**src/rtl/fetch_decode_queue_pkg.sv**
```systemverilog
// Shared fetch/decode definitions: default field widths and the packed queue entry layout.
// The same header is used by fetch and every decode stage.
package fetch_decode_queue_pkg;

   localparam int unsigned FdqAddressWidth            = 64;
   localparam int unsigned FdqInstructionWidth        = 32;
   localparam int unsigned FdqPidSize                 = 20;
   localparam int unsigned FdqTidSize                 = 16;
   localparam int unsigned FdqInstructionCounterWidth = 64;

   // Field order is fixed; the queue packs and unpacks entries in exactly this order.
   typedef struct packed {
      logic [FdqInstructionWidth-1:0]        instruction;
      logic [FdqAddressWidth-1:0]            address;
      logic [FdqPidSize-1:0]                 pid;
      logic [FdqTidSize-1:0]                 tid;
      logic [FdqInstructionCounterWidth-1:0] maj_id;
   } fdq_entry_t;

   localparam int unsigned FdqEntryWidth = $bits(fdq_entry_t);

endpackage

```
**src/rtl/fetch_queue_storage.sv**
```systemverilog
// Depth x Width register array with one synchronous write port and an asynchronous head read.
// Holds data only; pointer and count bookkeeping live in the parent.
module fetch_queue_storage #(
   parameter int unsigned Depth = 8,
   parameter int unsigned Width = 8
) (
   input  logic                     clk_i,
   input  logic                     we_i,
   input  logic [$clog2(Depth)-1:0] waddr_i,
   input  logic [Width-1:0]         wdata_i,
   input  logic [$clog2(Depth)-1:0] raddr_i,
   output logic [Width-1:0]         rdata_o
);

   logic [Width-1:0] mem_q [Depth];

   always_ff @(posedge clk_i) begin
      if (we_i) begin
         mem_q[waddr_i] <= wdata_i;
      end
   end

   assign rdata_o = mem_q[raddr_i];

endmodule

```
**src/rtl/fetch_decode_queue.sv**
```systemverilog
// Fetch-to-decode instruction queue: stamps each accepted instruction with a unique major ID
// and presents the head through registered outputs that hold while decode is stalled.
module fetch_decode_queue
   import fetch_decode_queue_pkg::*;
#(
   parameter int unsigned addressWidth            = FdqAddressWidth,
   parameter int unsigned instructionWidth        = FdqInstructionWidth,
   parameter int unsigned PidSize                 = FdqPidSize,
   parameter int unsigned TidSize                 = FdqTidSize,
   parameter int unsigned instructionCounterWidth = FdqInstructionCounterWidth,
   parameter int unsigned queueDepth              = 8
) (
   input  logic                                 clock_i,
   input  logic                                 resetn_i,
   input  logic                                 flush_i,
   input  logic                                 fetchEnable_i,
   input  logic [instructionWidth-1:0]          instruction_i,
   input  logic [addressWidth-1:0]              instructionAddress_i,
   input  logic [PidSize-1:0]                   instructionPid_i,
   input  logic [TidSize-1:0]                   instructionTid_i,
   input  logic                                 decodeStall_i,
   output logic                                 fetchStall_o,
   output logic                                 outputEnable_o,
   output logic [instructionWidth-1:0]          instruction_o,
   output logic [addressWidth-1:0]              instructionAddress_o,
   output logic [PidSize-1:0]                   instructionPid_o,
   output logic [TidSize-1:0]                   instructionTid_o,
   output logic [instructionCounterWidth-1:0]   instructionMajId_o,
   output logic [$clog2(queueDepth+1)-1:0]      occupancy_o
);

   localparam int unsigned PtrW   = $clog2(queueDepth);
   localparam int unsigned CntW   = $clog2(queueDepth + 1);
   localparam int unsigned EntryW = instructionWidth + addressWidth + PidSize + TidSize +
                                    instructionCounterWidth;

   logic [PtrW-1:0]                    wr_ptr_q, wr_ptr_d;
   logic [PtrW-1:0]                    rd_ptr_q, rd_ptr_d;
   logic [CntW-1:0]                    count_q, count_d;
   logic [instructionCounterWidth-1:0] maj_id_q, maj_id_d;
   logic [EntryW-1:0]                  out_q, out_d;
   logic                               out_en_q, out_en_d;
   logic [EntryW-1:0]                  wr_entry;
   logic [EntryW-1:0]                  head_entry;
   logic                               full;
   logic                               push;
   logic                               pop;

   assign full     = (count_q == CntW'(queueDepth));
   assign wr_entry = {instruction_i, instructionAddress_i, instructionPid_i, instructionTid_i,
                      maj_id_q};

   fetch_queue_storage #(
      .Depth (queueDepth),
      .Width (EntryW)
   ) u_storage (
      .clk_i   (clock_i),
      .we_i    (push),
      .waddr_i (wr_ptr_q),
      .wdata_i (wr_entry),
      .raddr_i (rd_ptr_q),
      .rdata_o (head_entry)
   );

   always_comb begin
      push     = fetchEnable_i && !full && !flush_i;
      pop      = !decodeStall_i && !flush_i && (count_q != '0);
      wr_ptr_d = wr_ptr_q;
      rd_ptr_d = rd_ptr_q;
      count_d  = count_q;
      out_d    = out_q;
      out_en_d = out_en_q;
      // The ID counter survives flushes so IDs stay unique across redirects.
      maj_id_d = push ? maj_id_q + instructionCounterWidth'(1) : maj_id_q;

      if (flush_i) begin
         wr_ptr_d = '0;
         rd_ptr_d = '0;
         count_d  = '0;
         out_en_d = 1'b0;
      end else begin
         if (push) wr_ptr_d = wr_ptr_q + PtrW'(1);
         if (pop)  rd_ptr_d = rd_ptr_q + PtrW'(1);
         case ({push, pop})
            2'b10:   count_d = count_q + CntW'(1);
            2'b01:   count_d = count_q - CntW'(1);
            default: count_d = count_q;
         endcase
         if (!decodeStall_i) begin
            out_en_d = pop;
            if (pop) out_d = head_entry;
         end
      end
   end

   always_ff @(posedge clock_i or negedge resetn_i) begin
      if (!resetn_i) begin
         wr_ptr_q <= '0;
         rd_ptr_q <= '0;
         count_q  <= '0;
         maj_id_q <= '0;
         out_q    <= '0;
         out_en_q <= 1'b0;
      end else begin
         wr_ptr_q <= wr_ptr_d;
         rd_ptr_q <= rd_ptr_d;
         count_q  <= count_d;
         maj_id_q <= maj_id_d;
         out_q    <= out_d;
         out_en_q <= out_en_d;
      end
   end

   assign fetchStall_o   = full;
   assign outputEnable_o = out_en_q;
   assign occupancy_o    = count_q;
   assign {instruction_o, instructionAddress_o, instructionPid_o, instructionTid_o,
           instructionMajId_o} = out_q;

endmodule

```
**config.mk**
```make
export PLATFORM = sky130hd
export DESIGN_NAME = fetch_decode_queue
export DESIGN_NICKNAME = d
export VERILOG_FILES = /design/src/rtl/fetch_decode_queue_pkg.sv /design/src/rtl/fetch_queue_storage.sv /design/src/rtl/fetch_decode_queue.sv
export SDC_FILE = /design/constraint.sdc
export NUM_CORES = 2
export LEC_CHECK = 0
export CAP_MARGIN = 20
export CORE_ASPECT_RATIO = 1.25
export CORE_MARGIN = 2
export CORE_UTILIZATION = 45
export DETAILED_ROUTE_END_ITERATION = 6
export SLEW_MARGIN = 0
export SYNTH_ARGS = -nofsm -noshare
export SYNTH_HDL_FRONTEND = slang
export SYNTH_SLANG_ARGS = --single-unit
export TNS_END_PERCENT = 50
```
**constraint.sdc**
```tcl
create_clock -name clock_i -period 31.6 [get_ports clock_i]
set_clock_uncertainty 0.05 [all_clocks]
set_input_delay 6.32 -clock clock_i [delete_from_list [all_inputs] [get_ports clock_i]]
set_output_delay 6.32 -clock clock_i [all_outputs]
set_load 0.1 [all_outputs]
```
## Word-level counts from Yosys, hierarchy flattened

Memories as Yosys holds them, arrays and structs flattened. A register that Yosys moved wholly into a read port is not among the register bits.
Index checks and enable logic that the tools add are counted.

- Register bits after elaboration: 75
- Bits in writable memories: 1,568
- Bits of input ports: 137
- Word-level logic and storage cells: 40
- Memories: 1

Memories:

| memory | words | width | rd ports | clocked after Yosys merged registers in | write ports | RTL line | source |
|---|---|---|---|---|---|---|---|
| u_storage.mem_q | 8 | 196 | 1 | 1 | 1 | fetch_queue_storage.sv:15 | `logic [Width-1:0] mem_q [Depth];` |

- Add/sub/neg operators: 5
- Equality and inequality tests: 4
- Multiplexer cells: 10
- Bitwise logic cells: 2
- Reduce and logical (&&, ||, !) cells: 13

Operator list:

| kind | number |
|---|---|
| adder 64 x 1 -> 64 bit, second input constant | 1 |
| 2-to-1 mux 3 bit | 4 |
| case mux 4 bit (2 select lines) | 1 |
| adder 3 x 1 -> 3 bit, second input constant | 2 |
| adder 4 x 1 -> 4 bit, second input constant | 1 |
| equality test 4 bit, second input constant | 1 |
| logical AND 1 bit | 4 |
| zero test 1 bit | 4 |
| 2-to-1 mux 1 bit | 4 |
| 2-to-1 mux 4 bit | 1 |
| nonzero test 2 bit | 2 |
| nonzero test 4 bit | 1 |
| subtractor 4 x 1 -> 4 bit, second input constant | 1 |
| AND reduction 3 bit | 1 |
| nonzero test 3 bit | 1 |
| equality test 2 x 1 -> 1 bit, second input constant | 1 |
| equality test 2 bit, second input constant | 1 |
| inequality test 2 bit, second input constant | 1 |
| inverter 1 bit | 2 |

## Longest topological paths before layout

- Word-level depth: 7
- Depth in mapped cells: 11
- Depth with buffers taken out: 9

## Cells and area by module

Synthesis repeated with hierarchy kept, for this count alone.

- Cell total of the unflattened synthesis: 3,444
- Area, all modules: 70,431.3 um2

Modules (own cells, without submodules):

| module | times used | cells each | area an instance (um2) |
|---|---|---|---|
| fetch_queue_storage | 1 | 2,279 | 59,519.6 |
| fetch_decode_queue | 1 | 1,165 | 10,911.7 |

## Worst setup path before layout

Ideal clock, no wire load.

- Path type: input to register
- Start: in flush_i
- End: mem u_storage.mem_q[2][0] (netlist bit) (enable)
- Setup time: 1.299 ns
- Arrival: 26.748 ns
- Path slack: 3.502 ns
- Stages: 4
- Path buffers: 1
- Cell sequence: buf_1 > nor2b_1 > nand2_1 > nor4b_1

- Cells in the longest elaborated chain, start to end: 4

RTL lines:

| element | RTL line | source |
|---|---|---|
| start, declared | fetch_decode_queue.sv:15 | `input logic flush_i,` |
| zero test 1 bit | fetch_decode_queue.sv:66 | `push = fetchEnable_i && !full && !flush_i;` |
| logical AND 1 bit | fetch_decode_queue.sv:66 |  |
| 2-to-1 mux 1 bit | fetch_queue_storage.sv:18 | `if (we_i) begin` |
| 2-to-1 mux 1 bit (not written as such) | fetch_queue_storage.sv:19 | `mem_q[waddr_i] <= wdata_i;` |
| end, declared | fetch_queue_storage.sv:15 |  |

Every way passes these cells.

## Final worst setup path

- Start: in fetchEnable_i
- End: mem u_storage.mem_q[0][141] (netlist bit) (enable)

- Cells in the longest elaborated chain, start to end: 4

RTL lines:

| element | RTL line | source |
|---|---|---|
| start, declared | fetch_decode_queue.sv:16 | `input logic fetchEnable_i,` |
| logical AND 1 bit (2 in series) | fetch_decode_queue.sv:66 |  |
| 2-to-1 mux 1 bit | fetch_queue_storage.sv:18 |  |
| 2-to-1 mux 1 bit (not written as such) | fetch_queue_storage.sv:19 |  |

Every way passes these cells.

==> run metrics <==
run status=complete, no violations; number of global-route vias before repair=33700; die height=441 um; ys async rst share=0.147; CTS buffer count=176; Synth area leaders=edfxtp_1 (68%), mux4_2 (13%), dfrtp_1 (9.8%), mux2i_1 (2.9%), a21oi_1 (1.4%); FF+latch area=53900 um^2; Ports=339; Resize count post-CTS=0; Setup CP Type=in2reg; drt initial violations=2562; internal power=4.62 mW; Final setup viols=0; Util after Layout=0.528; Logic pwr share=0.297; Layout fillers=11900; largest net degree at the start of global routing=146; die area=156000 um^2; Peak VDD IR=~0.00010 V; Routability Congestion=0.726; share of layout cells above drive strength 1=0.186; Final ANT Viol Nets=0; core area=152000 um^2; via count=32200; Synth cell types=47; Rel. slew slack=0.230; first-pass GRT wire length=222 mm; CTS root buffer=clkbuf_16; drt via density=5.51; Non-Filler Instances=5849; Worst-path clk slew=0.06 ns; gr ovfl total=0; mean post-synth cell area=between 20 and 25 um^2; Rows=160; syn_nets=3406; Net Sw Frac=0.347; MaxCap Viol Count=0; DR pass1 iterations=5; initial antenna violation count=22; Flop pwr share=0.417; Tot Pwr=between 7 and 8 mW; Skew-Pair Late Insertion Delay=0.79 ns; Die X=354 um; Hold Path Class=reg2reg; CP Launch Type=input pin; post-synthesis sequential area ratio=0.782; hpwl dp=about 83 mm; Post-synth EDFFs=1568; Global Route Usage Sum=0.193; I/O Buffers=338; RSZ-0062 raised after global routing=no; area of the mapped netlist=a little under 70000 um^2; post-synth top area share=0.684; leading area contributor after synthesis=edfxtp_1; top post-synthesis cells by count=edfxtp_1 (1568), mux4_2 (392), dfrtp_1 (271); post-CTS setup buffer count=0; Worst EP required=31.95 ns; Final Hold Vio Count=0; # clock sinks=1839; pwr dens=88.0 nW/um^2; count leader, synth=edfxtp_1; Residual DRC=0; commonest register cell after synthesis=edfxtp_1; yosys warns=0; CTS tree=done; CP endpoint kind=flop; CP arrival=9.67 ns; crit share post-route=0.295; Seq cells post-synth=1839; Final TNS setup=0 ns; Final nets=about 3800; fin crit period=9.32 ns; worst slew pin tran=1.15 ns; Sw Pwr=between 2 and 2.5 mW; LEAKAGE=25.0 nW; Max Fclk=107 MHz; WL final=149 mm; worst-path maximum fanout=58; H-tree levels=4; CTS max path bufs=3; initial core utilization=0.453; synthesis-to-finish area growth=16.6%; multi-input combinational cell area=14300 um^2; dpl cells=around 5500; Pins Over Slew Limit=0; clock power share=0.287; hold_buf cts=0; Syn Inst Count=3264; drt wl/cell=between 20 and 30 um
[sequential cells by signal (all words and copies together), names as in the netlist]
name             count
maj_id_q            64
rd_ptr_q             3
wr_ptr_q             3
out_q              196
occupancy_o          4
u_storage.mem_q   1568
outputEnable_o       1
[area by class of cell]
cell class                 instances  area share
sequential                      1839       0.671
multi-input combinational       1247       0.179
clock buffer                     244      0.0611
timing repair buffer             389      0.0486
tap                             2025      0.0316
clock inverter                    84     0.00837
inverter                          13    0.000608
antenna                            8    0.000249
[final timing paths]
check / slack [ns] / endpoint / from / cells past startpoint
setup / recovery: 22.28 / u_storage.mem_q[0][141] / fetchEnable_i / 6
hold / removal: 0.48 / out_q[105] / out_q[105] / 2
setup reg to reg: 26.40 / out_q[135] / rd_ptr_q[0] / 6
hold reg to reg: 0.48 / out_q[105] / out_q[105] / 2
max in group asynchronous: 23.94 / out_q[121] / resetn_i / 3
min in group asynchronous: 5.40 / out_q[183] / resetn_i / 1
[cells by family (layout without fill, tap and decap cells)]
family	Yosys count	count (layout)	share of synthesized area
buffers and inverters	178	730	0.0106
other	0	8	0
AOI/OAI and AO/OA	208	208	0.0155
DFF	1839	1839	0.782
adders and majority gates	5	5	0.000908
xor gates and xnor gates	72	72	0.00915
and+or+nand+nor	372	372	0.0249
muxes	590	590	0.157
[per-layer routing]
layer / share of wire / track usage / vias up
met2: 0.49 / 0.316 / 820
met1: 0.44 / 0.270 / 17100
met3: 0.051 / 0.0325 / 220
met5: 0.00077 / 0 / -
li1: - / - / 14000
met4: 0.020 / 0.0525 / 18
[through the flow]
| stage | hold slack [ns] | cell area (um^2) | setup slack (ns) |
|---|---|---|---|
| 4_1_cts | 0.483 | 80200 | 22.29 |
| 3_3_place_gp | 0.462 | 74700 | 21.48 |
| 3_5_place_dp | 0.466 | 74700 | 21.42 |
| 2_1_floorplan | 0.490 | 68900 | 3.50 |
| 5_1_grt | 0.487 | 80300 | 22.06 |
| 6_report | 0.479 | 80300 | 22.28 |
[critical path, cell delays in order]
cell and delay [ns]:
clkdlybuf4s50_1 0.74, nor2b_1 0.28, nand2_1 0.23, nor4_2 0.26
buf_4 0.84, buf_4 0.87
[placed cells by master, fill, tap and decap left out, drive strengths merged, types with 2 or more instances in the layout]
cell type and n:
a21oi 199, and2 3, and3 9, and4 2, buf 53, bufinv 7, clkbuf 244, clkdlybuf4s50 336
clkinv 69, clkinvlp 5, dfrtp 271, diode 8, edfxtp 1568, ha 5, inv 16, mux2i 198
mux4 392, nand2 32, nand3 25, nand3b 2, nand4 16, nor2 224, nor3 25, nor3b 2
nor4 18, nor4b 3, o211ai 2, o21a 2, or2 3, or3 4, xnor2 32, xor2 40
[power by group through the flow]
stage	Sequential (mW)	Clock (mW)	Combinational (mW)
after floorplan	3.85	0	0.749
final	2.94	2.03	2.10
after detailed placement	3.00	0	2.13
after global routing	2.97	2.17	2.21
after CTS	2.95	2.08	2.13
after global placement	3.00	0	2.12
Note: power is estimated with default switching activity, not from simulation.
